## src/rtl/mistral_mul_accum_if.sv

```systemverilog
// Product-stream in / result-stream out bundle for mistral_mul_accum.
// master: producer+consumer side; slave: the accumulator itself.
interface mistral_mul_accum_if #(
   parameter int unsigned P_WIDTH   = 54,
   parameter int unsigned ACC_WIDTH = 64,
   parameter int unsigned LEN_WIDTH = 8
);
   logic [LEN_WIDTH-1:0] len;
   logic                 in_valid;
   logic                 in_ready;
   logic [P_WIDTH-1:0]   p;
   logic                 out_valid;
   logic                 out_ready;
   logic [ACC_WIDTH-1:0] acc;
   logic                 ovf;

   modport master (
      output len, in_valid, p, out_ready,
      input  in_ready, out_valid, acc, ovf
   );

   modport slave (
      input  len, in_valid, p, out_ready,
      output in_ready, out_valid, acc, ovf
   );
endinterface

```

## src/rtl/mistral_mul_accum.sv

```systemverilog
// Accumulates LEN multiplier products per result and hands the sum downstream with
// valid/ready, optional saturation and a per-result sticky overflow flag.
module mistral_mul_accum #(
   parameter int unsigned P_WIDTH   = 54,
   parameter int unsigned ACC_WIDTH = 64,
   parameter bit          SIGNED    = 1'b1,
   parameter bit          SATURATE  = 1'b0,
   parameter int unsigned LEN_WIDTH = 8
) (
   input logic                i_clk,
   input logic                i_sclr,
   mistral_mul_accum_if.slave io_bus
);

   if (ACC_WIDTH < P_WIDTH) begin : g_width_check
      $error("mistral_mul_accum: ACC_WIDTH must be >= P_WIDTH");
   end

   typedef enum logic [1:0] {
      StIdle,
      StAccum,
      StHold
   } state_e;

   state_e               r_state;
   logic [ACC_WIDTH-1:0] r_acc;
   logic                 r_ovf;
   logic [LEN_WIDTH-1:0] r_rem;

   state_e               w_state_d;
   logic [ACC_WIDTH-1:0] w_acc_d;
   logic                 w_ovf_d;
   logic [LEN_WIDTH-1:0] w_rem_d;
   logic                 w_in_ready;
   logic                 w_out_valid;
   logic                 w_first;

   logic [ACC_WIDTH-1:0] w_pext;
   logic [ACC_WIDTH:0]   w_sum_full;
   logic [ACC_WIDTH-1:0] w_sum;
   logic                 w_add_ovf;
   logic [ACC_WIDTH-1:0] w_sat;
   logic [ACC_WIDTH-1:0] w_acc_add;
   logic [LEN_WIDTH-1:0] w_len_m1;

   // Extension and overflow detection for the running sum.
   always_comb begin
      w_pext = {ACC_WIDTH{SIGNED && io_bus.p[P_WIDTH-1]}};
      w_pext[P_WIDTH-1:0] = io_bus.p;

      w_sum_full = {1'b0, r_acc} + {1'b0, w_pext};
      w_sum      = w_sum_full[ACC_WIDTH-1:0];

      if (SIGNED) begin
         w_add_ovf = (r_acc[ACC_WIDTH-1] == w_pext[ACC_WIDTH-1]) &&
                     (w_sum[ACC_WIDTH-1] != r_acc[ACC_WIDTH-1]);
         // Signed overflow always goes toward the operands' sign: 0111.. or 1000..
         w_sat = {ACC_WIDTH{~r_acc[ACC_WIDTH-1]}};
         w_sat[ACC_WIDTH-1] = r_acc[ACC_WIDTH-1];
      end else begin
         w_add_ovf = w_sum_full[ACC_WIDTH];
         w_sat     = {ACC_WIDTH{1'b1}};
      end

      w_acc_add = (SATURATE && w_add_ovf) ? w_sat : w_sum;
      w_len_m1  = (io_bus.len == '0) ? '0 : io_bus.len - LEN_WIDTH'(1);
   end

   always_comb begin
      w_state_d   = r_state;
      w_acc_d     = r_acc;
      w_ovf_d     = r_ovf;
      w_rem_d     = r_rem;
      w_in_ready  = 1'b0;
      w_out_valid = 1'b0;
      w_first     = 1'b0;

      case (r_state)
         StIdle: begin
            w_in_ready = 1'b1;
            w_first    = io_bus.in_valid;
         end
         StAccum: begin
            w_in_ready = 1'b1;
            if (io_bus.in_valid) begin
               w_acc_d = w_acc_add;
               w_ovf_d = r_ovf | w_add_ovf;
               w_rem_d = r_rem - LEN_WIDTH'(1);
               if (r_rem == LEN_WIDTH'(1)) begin
                  w_state_d = StHold;
               end
            end
         end
         StHold: begin
            w_out_valid = 1'b1;
            w_in_ready  = io_bus.out_ready;
            // A beat arriving with the consume starts the next result without a bubble.
            if (io_bus.out_ready) begin
               if (io_bus.in_valid) begin
                  w_first = 1'b1;
               end else begin
                  w_state_d = StIdle;
               end
            end
         end
         default: w_state_d = StIdle;
      endcase

      if (w_first) begin
         w_acc_d   = w_pext;
         w_ovf_d   = 1'b0;
         w_rem_d   = w_len_m1;
         w_state_d = (w_len_m1 == '0) ? StHold : StAccum;
      end
   end

   always_ff @(posedge i_clk) begin
      if (i_sclr) begin
         r_state <= StIdle;
         r_acc   <= '0;
         r_ovf   <= 1'b0;
         r_rem   <= '0;
      end else begin
         r_state <= w_state_d;
         r_acc   <= w_acc_d;
         r_ovf   <= w_ovf_d;
         r_rem   <= w_rem_d;
      end
   end

   assign io_bus.in_ready  = w_in_ready;
   assign io_bus.out_valid = w_out_valid;
   assign io_bus.acc       = r_acc;
   assign io_bus.ovf       = r_ovf;

endmodule
```

## src/flat_wrapper.sv

```systemverilog
// flat-port wrapper written by rule: the top's interface ports become plain ports
module mistral_mul_accum_flat 
#(
   parameter int unsigned P_WIDTH   = 54,
   parameter int unsigned ACC_WIDTH = 64,
   parameter bit          SIGNED    = 1'b1,
   parameter bit          SATURATE  = 1'b0,
   parameter int unsigned LEN_WIDTH = 8
)
  (i_clk, i_sclr, io_bus_len, io_bus_in_valid, io_bus_p, io_bus_out_ready, io_bus_in_ready, io_bus_out_valid, io_bus_acc, io_bus_ovf);
  mistral_mul_accum_if #(.P_WIDTH(P_WIDTH), .ACC_WIDTH(ACC_WIDTH), .LEN_WIDTH(LEN_WIDTH)) io_bus_i ();
  input logic i_clk;
  input logic i_sclr;
  input wire logic [$bits(io_bus_i.len)-1:0] io_bus_len;
  input wire logic [$bits(io_bus_i.in_valid)-1:0] io_bus_in_valid;
  input wire logic [$bits(io_bus_i.p)-1:0] io_bus_p;
  input wire logic [$bits(io_bus_i.out_ready)-1:0] io_bus_out_ready;
  output wire logic [$bits(io_bus_i.in_ready)-1:0] io_bus_in_ready;
  output wire logic [$bits(io_bus_i.out_valid)-1:0] io_bus_out_valid;
  output wire logic [$bits(io_bus_i.acc)-1:0] io_bus_acc;
  output wire logic [$bits(io_bus_i.ovf)-1:0] io_bus_ovf;
  assign io_bus_i.len = io_bus_len;
  assign io_bus_i.in_valid = io_bus_in_valid;
  assign io_bus_i.p = io_bus_p;
  assign io_bus_i.out_ready = io_bus_out_ready;
  assign io_bus_in_ready = io_bus_i.in_ready;
  assign io_bus_out_valid = io_bus_i.out_valid;
  assign io_bus_acc = io_bus_i.acc;
  assign io_bus_ovf = io_bus_i.ovf;
  mistral_mul_accum #(.P_WIDTH(P_WIDTH), .ACC_WIDTH(ACC_WIDTH), .SIGNED(SIGNED), .SATURATE(SATURATE), .LEN_WIDTH(LEN_WIDTH)) u_core (.i_clk(i_clk), .i_sclr(i_sclr), .io_bus(io_bus_i));
endmodule
```

## config.mk

```make
export PLATFORM = sky130hd
export DESIGN_NAME = mistral_mul_accum_flat
export DESIGN_NICKNAME = d
export VERILOG_FILES = /design/src/rtl/mistral_mul_accum_if.sv /design/src/rtl/mistral_mul_accum.sv /design/src/flat_wrapper.sv
export SDC_FILE = /design/constraint.sdc
export NUM_CORES = 1
export LEC_CHECK = 0
export BUFFER_PORTS_ARGS = -buffer_cell sky130_fd_sc_hd__clkbuf_2
export CAP_MARGIN = 20
export CELL_PAD_IN_SITES_DETAIL_PLACEMENT = 1
export CELL_PAD_IN_SITES_GLOBAL_PLACEMENT = 1
export CORE_MARGIN = 8
export CORE_UTILIZATION = 30
export CTS_BUF_LIST = sky130_fd_sc_hd__clkbuf_8
export DETAILED_ROUTE_END_ITERATION = 8
export PLACE_DENSITY = 0.74
export SYNTH_ARGS = -nofsm -noshare
export SYNTH_HDL_FRONTEND = slang
export SYNTH_SLANG_ARGS = --single-unit
```

## constraint.sdc

```tcl
create_clock -name i_clk -period 4 [get_ports i_clk]
set_clock_uncertainty 0.2 [all_clocks]
set_input_delay 1.2 -clock i_clk [delete_from_list [all_inputs] [get_ports i_clk]]
set_output_delay 1.2 -clock i_clk [all_outputs]
set_load 0.02 [all_outputs]
```

# Word level (Yosys, flattened, before mapping)
# Index checks and enable logic that the tools add are counted.
# op_classes
reduce_logical	11
n_bitwise	1
eq_ne	10
n_mux	19
add_sub_neg	3
# ops
cell	count
2-to-1 mux 64 bit	3
adder 64 bit	1
2-to-1 mux 8 bit	4
zero test 8 bit	2
subtractor 8 x 1 -> 8 bit (second input constant)	2
2-to-1 mux 2 bit	6
!= test 3 x 2 -> 1 bit (second input constant)	3
== test 8 x 1 -> 1 bit (second input constant)	1
case mux 2 bit (3 select lines)	1
AND reduction 5 bit	1
case mux 1 bit (2 select lines)	2
AND reduction 2 bit	2
nonzero test 2 bit	2
OR reduction 2 bit	2
2-to-1 mux 1 bit	3
!= test 3 x 1 -> 1 bit (second input constant)	1
== test 2 x 1 -> 1 bit (second input constant)	1
== test 2 bit (second input constant)	1
zero test 2 bit	1
!= test 2 x 1 -> 1 bit (second input constant)	1
== test 1 bit	1
logical AND 1 bit	1
!= test 1 bit	1
bitwise OR 1 bit	1
# word_totals
input_bits	66
out_inout_bits	67
register_bits	75

# Logic depth before layout (Yosys ltp)
# Gate-level depths: netlist of run 1.
# logic_depth
depth_word	5
mapped_depth	14
mapped_depth_nobuf	14

# Least setup slack after synthesis of run 1
# No wires, ideal clock.
# synth_path
path_type	input -> register
startpoint	input port io_bus_p[0]
endpoint	register u_core.r_acc[50], in the netlist u_core.io_bus.acc[50]
path_buffers	0
stages	14
setup_time_ns	0.070
path_slack_ns	-0.063
arrival_ns	3.793
required_time_ns	3.730
path_cell_list	ha_1 -> inv_1 -> fa_1 -> nor2b_1 -> o2111ai_1 -> a21oi_1 -> o2111ai_1 -> a211oi_2 -> a21oi_2 -> o41a_1 -> o21ai_2 -> xor2_1 -> o221ai_1 -> a21oi_1
# synth_via
elab_chain_cells	4
# synth_lines
element	line_no	rtl
from (decl)	flat_wrapper.sv:16	input wire logic [$bits(io_bus_i.p)-1:0] io_bus_p;
adder 64 bit	mistral_mul_accum.sv:51	w_sum_full = {1'b0, r_acc} + {1'b0, w_pext};
2-to-1 mux 64 bit	mistral_mul_accum.sv:85	if (io_bus.in_valid) begin
2-to-1 mux 64 bit	mistral_mul_accum.sv:78	case (r_state)
2-to-1 mux 64 bit	mistral_mul_accum.sv:109	if (w_first) begin
to (signal assigned)	mistral_mul_accum.sv:125	r_acc <= w_acc_d;
to (decl)	mistral_mul_accum.sv:26	logic [ACC_WIDTH-1:0] r_acc;
# Every way passes these cells. The select of a mux whose other input is x is not followed.
# A chain may end at the register's enable or synchronous reset.

# Worst setup path in the final report of run 1
# layout_path
startpoint	input port io_bus_p[12]
endpoint	register u_core.r_acc[63], in the netlist u_core.io_bus.acc[63]
# Same word-level chain as after synthesis.

==> results.ini, run 1 <==
[run_status]
result_of_the_run=complete, no violations

[synthesis]
synth-edff-count=0
share_of_flip_flops_with_an_asynchronous_set_or_reset_pct=0
synth-compound-area-share_pct=33.8
synthesis.nets=1151
synth_flop_cell=sky130_fd_sc_hd__dfxtp_1
post_synth_xor_area_fraction_pct=6.59
ys_seq_area_share_pct=20.5
adder_cell_share_of_the_synthesized_area_pct=11.6
synth.mux.area_fraction_pct=0.685
synth_top_family_by_area=compound AO/OA/AOI/OAI gates
cell_count_after_synthesis=1018
synthDistinctLibCells=66
synth-simple-area-share_pct=21.1
post_synth.cell_area_avg_um2=7.18
mappedNetlistArea_um2=7310
synth_seq_cells=75
ys.warnings.count=0

[global_route]
overflow=0
antenna_found_initial=1
first_global_vias=9135
global_route_wire_length_before_repair_um=46500
maximum_number_of_pins_on_one_net_before_global_route_repair=48
globalRouteTotalUtil_pct=19.4

[setup_path]
slowest_delay_ps=460
timing_worst_setup_path_type=input pin to register
cp_data_required_time_ps=4070
timing.critical_path.max_delay_family=compound AO/OA/AOI/OAI gates
critical_path.n_buffers_inverters=1
crit_slowest_cell=sky130_fd_sc_hd__a221oi_1
critical_path.cell_chain=clkbuf_2 > ha_1 > a21o_1 > nand3_1 > a221oi_1 > o41a_1 > o21ai_2 > o31ai_4 > a41oi_4 > o211a_1 > nor2_1 > nor3_1 > a211o_1
crit_arrival_ps=3970
worst_setup_path_end_kind=register
maximum_fanout_encountered_on_the_critical_timing_path=5
setup.worst_path.start_class=input pin

[die]
floorplan.io_pins=133
die_area_um2=29600
core.rowCount=57
die_width_um=172
core_area_um2=24100
floorplan.die.height_um=172
initial_core_util_pct=30.3

[power]
fin_total_pwr_uw=3560
power.ir.vdd_worst_uv=139
power-per-cell-area_nw_per_um2=370
p_leak_uw=0.00443

[clock_tree]
cts-buffers-inserted=9
clk_latency_ps=380
cts_tree=built
h-tree-depth=3
cts.path.max_buffers=2
clk_pin_slew_worst_paths_ps=90
clkSinkCount=75
clockRootBuffer=sky130_fd_sc_hd__clkbuf_8

[final_layout]
synthToLayoutAreaGrowth_pct=31.6
mostFrequentLayoutCells=sky130_fd_sc_hd__buf_4, sky130_fd_sc_hd__clkbuf_2, sky130_fd_sc_hd__a21oi_1
fin_cells=1567
num-fill-cells=3121
fin_util_pct=39.9
layout_commonest_cell=sky130_fd_sc_hd__buf_4
layout-drive-gt1-share_pct=26.5
fin_nets=1370

[sta]
finalWorstPathRequiredPeriod_ps=3900
slew-limit-headroom_pct=37.1
achievable-frequency_ghz=0.256
finalMaxSlewViolations=0
totalNegativeSetupSlack_ps=0
timing_worst_slew_pin_value_ps=944
finish_stage_setup_viols=0
hold_violations=0
fin_worst_hold_slack_ps=281
final_min_period_over_clock_period_pct=97.5

[placed_design]
placed_cells_incl_taps=1546
place_congestion=0.894
hpwl_um=22800
port_buffers=132

[route]
drt_wl_total_um=29200
first_iter_violations=362
drt.antenna.violating_nets=0
drc_errors=0
viasPerCell=5.54
first_pass_iters=5
wl_per_cell_um=18.6
detailroute.via_count=8685

[worst_hold_path]
holdCritPathClass=register to register

[job]
drv.max_cap_violation_count=0

[power breakdown]
group / leakage [µW] / total [µW] / switching [µW] / internal (µW)
clock: 0.000133 / 808 / 342 / 466
sequential: 0.000620 / 925 / 87.5 / 838
combinational: 0.00367 / 1820 / 1050 / 770
total: 0.00443 / 3560 / 1480 / 2070
[metrics by stage]
| step | setup WS, ps | area, µm² |
|---|---|---|
| 4_1_cts | 6.01 | 9460 |
| 5_1_grt | -22.2 | 9620 |
| 3_5_place_dp | -422 | 9200 |
| 2_1_floorplan | 66.9 | 7320 |
| 6_report | 98.5 | 9620 |
| 3_3_place_gp | -339 | 9200 |
[area by class of cell]
class | count | area (µm²) | area share [%]
multi-input cells | 836 | 5520 | 57.4
repair buffers | 282 | 1810 | 18.8
flip-flops and latches | 75 | 1500 | 15.6
well taps | 324 | 405 | 4.21
clock buffers | 12 | 165 | 1.72
inverters | 33 | 124 | 1.29
clock inverters | 4 | 95.1 | 0.988
diodes | 1 | 2.50 | 0.0260
[kinds of logic after synthesis]
logic type	Yosys count
xor gates and xnor gates	55
muxes	5
and+or+nand+nor	337
adders and majority gates	67
buffers and inverters	107
AOI/OAI and AO/OA	372
DFF	75
[flip-flops by register name (all words and copies together), names as in the netlist]
signal and count:
u_core.r_state 2, u_core.io_bus.ovf 1, u_core.io_bus.acc 64, u_core.r_rem 8
[cells in the mapped netlist, drive strengths merged (21+ instances only)]
master  instances  area (µm²)
a21oi         125         633
nand2         121         454
nor2           91         342
dfxtp          75        1500
ha             66         826
clkbuf         60         226
o21ai          54         278
a21o           42         315
xnor2          36         315
inv            33         124
o221ai         31         278
nand3          25         125
nand4          25         163
nor3           21         105
[layer usage]
| metal | GRT usage [%] | routed length (µm) | part of all wire, % |
|---|---|---|---|
| met5 | 0 | 0 | 0 |
| met2 | 33.0 | 14100 | 48 |
| met4 | 7.31 | 681 | 2.3 |
| met3 | 3.13 | 1390 | 4.8 |
| met1 | 24.1 | 13100 | 45 |
[tightest hold or removal path: cells and delay by family (launching register included)]
family	cells	cell delay, ps
DFF	1	310
AOI/OAI and AO/OA	2	130
[worst paths after layout]
kind	endpoint	slack (ps)	startpoint	cells past startpoint
setup / recovery	u_core.io_bus.acc[63]	100	io_bus_p[12]	13
hold / removal	u_core.r_rem[5]	280	u_core.r_rem[5]	2
hold reg to reg	u_core.r_rem[5]	280	u_core.r_rem[5]	2
setup reg to reg	u_core.io_bus.acc[50]	570	u_core.io_bus.acc[0]	15
[repair_timing]
item	in CTS	in global routing
pin swaps	0	9
hold buffers	0	0
gates resized for setup	1	25
setup buffers	0	4
hold endpoints to repair	0	0
endpoints found under the setup margin	1	23
Note: power is estimated with default switching activity, not from simulation.
==> run 2, diff against run 1 <==
--- a/config.mk
+++ b/config.mk
@@ -19 +19,2 @@
 export SYNTH_SLANG_ARGS = --single-unit
+export TNS_END_PERCENT = 1
==> constraint.sdc (replaced) <==
create_clock -name i_clk -period 4 [get_ports i_clk]
set_clock_uncertainty 0.2 [all_clocks]
set_input_delay 0.4 -clock i_clk [delete_from_list [all_inputs] [get_ports i_clk]]
set_output_delay 0.4 -clock i_clk [all_outputs]
set_load 0.02 [all_outputs]
==> run 2 against run 1 <==
Against the previous run:
- via count fell by 8.2%
- clock-buffer cell count fell by 2
- die area did not move
- clock power fell by 31%
- global-route usage fell by 1.5 points
- setup slack improved by 130 ps
- sequential share of layout area rose by 2.2 points
- combinational power fell by 14%
- register-to-register slack got worse by 340 ps
- design area fell by 12%
- first-iteration DRC count fell by 12%
- worst hold slack got worse by 210 ps
- critical path type is now register to register
- largest cell class unchanged
- highest routed layer unchanged
==> results.ini, run 2 (same netlist as run 1, synthesis figures left out) <==
[global_route]
antenna_found_initial=0
first_global_vias=8458
globalRouteTotalUtil_pct=17.9
maximum_number_of_pins_on_one_net_before_global_route_repair=54
global_route_wire_length_before_repair_um=42900
overflow=0

[clock_tree]
cts_tree=built
clockRootBuffer=sky130_fd_sc_hd__clkbuf_8
clk_latency_ps=380
cts.path.max_buffers=2
h-tree-depth=3
cts-buffers-inserted=9
clk_pin_slew_worst_paths_ps=90
clkSinkCount=75

[final_layout]
max_ffs_per_register=64
synthToLayoutAreaGrowth_pct=15.6
layout-drive-gt1-share_pct=16.5
fin_cells=1439
fin_nets=1244
antenna-diode-count=0
num-fill-cells=3111
fin_area_um2=8450
mostFrequentLayoutCells=sky130_fd_sc_hd__clkbuf_2, sky130_fd_sc_hd__a21oi_1, sky130_fd_sc_hd__nand2_1
fin_util_pct=35.1
layout_commonest_cell=sky130_fd_sc_hd__clkbuf_2

[route]
detailroute.via_count=7969
drc_errors=0
drt.antenna.violating_nets=0
first_iter_violations=318
wl_per_cell_um=18.5
drt_wl_total_um=26600
first_pass_iters=4
viasPerCell=5.54

[power]
seq_power_share_pct=30.2
internal_uw=1660
power.ir.vdd_worst_uv=156
fin_total_pwr_uw=3040
clock_network_fraction_of_total_power_pct=18.4
p_leak_uw=0.00377
power_switching_share_pct=45.3
p_comb_share_pct=51.4
total_switching_power_uw=1380
power-per-cell-area_nw_per_um2=360

[setup_path]
timing_worst_setup_path_type=register to register
critical_path.n_buffers_inverters=2
timing.critical_path.max_delay_family=compound AO/OA/AOI/OAI gates
slowest_delay_ps=380
crit_arrival_ps=3850
maximum_fanout_encountered_on_the_critical_timing_path=4
cp_data_required_time_ps=4080
setup.worst_path.start_class=register
critical_path.cell_chain=ha_1 > inv_1 > fa_1 > nor2b_1 > o2111ai_1 > a21oi_2 > o2111ai_1 > a211oi_2 > a21oi_2 > o31ai_1 > buf_4 > a21boi_0 > xnor2_1 > a21oi_1 > nor2_1
worst_setup_path_end_kind=register
crit_slowest_cell=sky130_fd_sc_hd__a211oi_2

[job]
drv.max_cap_violation_count=0

[sta]
achievable-frequency_ghz=0.265
hold_violations=0
slew-limit-headroom_pct=48.3
timing_worst_slew_pin_value_ps=775
unrepaired_setup_endpoints_after_global_routing=no
finalMaxSlewViolations=0
finish_stage_setup_viols=0
finalWorstPathRequiredPeriod_ps=3770
totalNegativeSetupSlack_ps=0
final_min_period_over_clock_period_pct=94.4

[placed_design]
hpwl_um=20600
placedInstanceArea_um2=8250
place_congestion=0.860
placed_cells_incl_taps=1421
port_buffers=132

[die]
initial_core_util_pct=30.3
die_area_um2=29600
core.rowCount=57
floorplan.die.height_um=172
die_width_um=172
core_area_um2=24100
floorplan.io_pins=133

[run_status]
result_of_the_run=complete, no violations

[worst_hold_path]
holdCritPathClass=input pin to register

-- run 2: path summary, 6_finish.rpt --
path              slack (ps)             startpoint                     to  cells after the start
hold / removal            70            io_bus_p[7]   u_core.io_bus.acc[7]                      3
setup reg to reg         230   u_core.io_bus.acc[0]  u_core.io_bus.acc[58]                     15
hold reg to reg          280  u_core.io_bus.acc[42]  u_core.io_bus.acc[42]                      2
setup / recovery         230   u_core.io_bus.acc[0]  u_core.io_bus.acc[58]                     15
-- run 2: tightest hold or removal path, delay by kind of cell --
kind	cells	cell delay, ps
simple gates	1	50
buf+inv	1	90
compound gates	1	70
-- run 2: what timing repair did --
action,in CTS,in global routing
endpoints found under the setup margin,0,6
hold buffers,0,0
gates resized for setup,0,1
buffers inserted,0,2
-- run 2: area by class of cell --
class	instances	area [µm²]	share of cell area, %
Timing Repair Buffer	156	866	10.2
Multi-Input combinational cell	836	5400	63.8
Sequential cell	75	1500	17.8
Clock inverter	5	23.8	0.281
Tap cell	324	405	4.80
Inverter	33	124	1.47
Clock buffer	10	138	1.63
-- run 2: stage by stage --
step	setup WS [ps]	hold slack (ps)
6_report	225	73.3
5_1_grt	44.4	72.4
4_1_cts	129	57.7
3_5_place_dp	33.8	269
3_3_place_gp	88.8	261
2_1_floorplan	633	244
-- run 2: power groups by stage --
stage / registers (µW) / logic (µW) / clock network (µW)
2_1_floorplan: 1010 / 1020 / 0
4_1_cts: 921 / 1560 / 585
5_1_grt: 935 / 1730 / 611
6_report: 920 / 1560 / 561
3_5_place_dp: 938 / 1550 / 0
3_3_place_gp: 935 / 1520 / 0
-- run 2: layer usage --
metal / GRT usage [%] / part of all wire [%] / vias up
met3: 3.40 / 4.5 / 28
li1: - / - / 3930
met4: 4.72 / 1.8 / 0
met5: 0 / 0 / -
met1: 21.1 / 44 / 3854
met2: 32.5 / 50 / 157
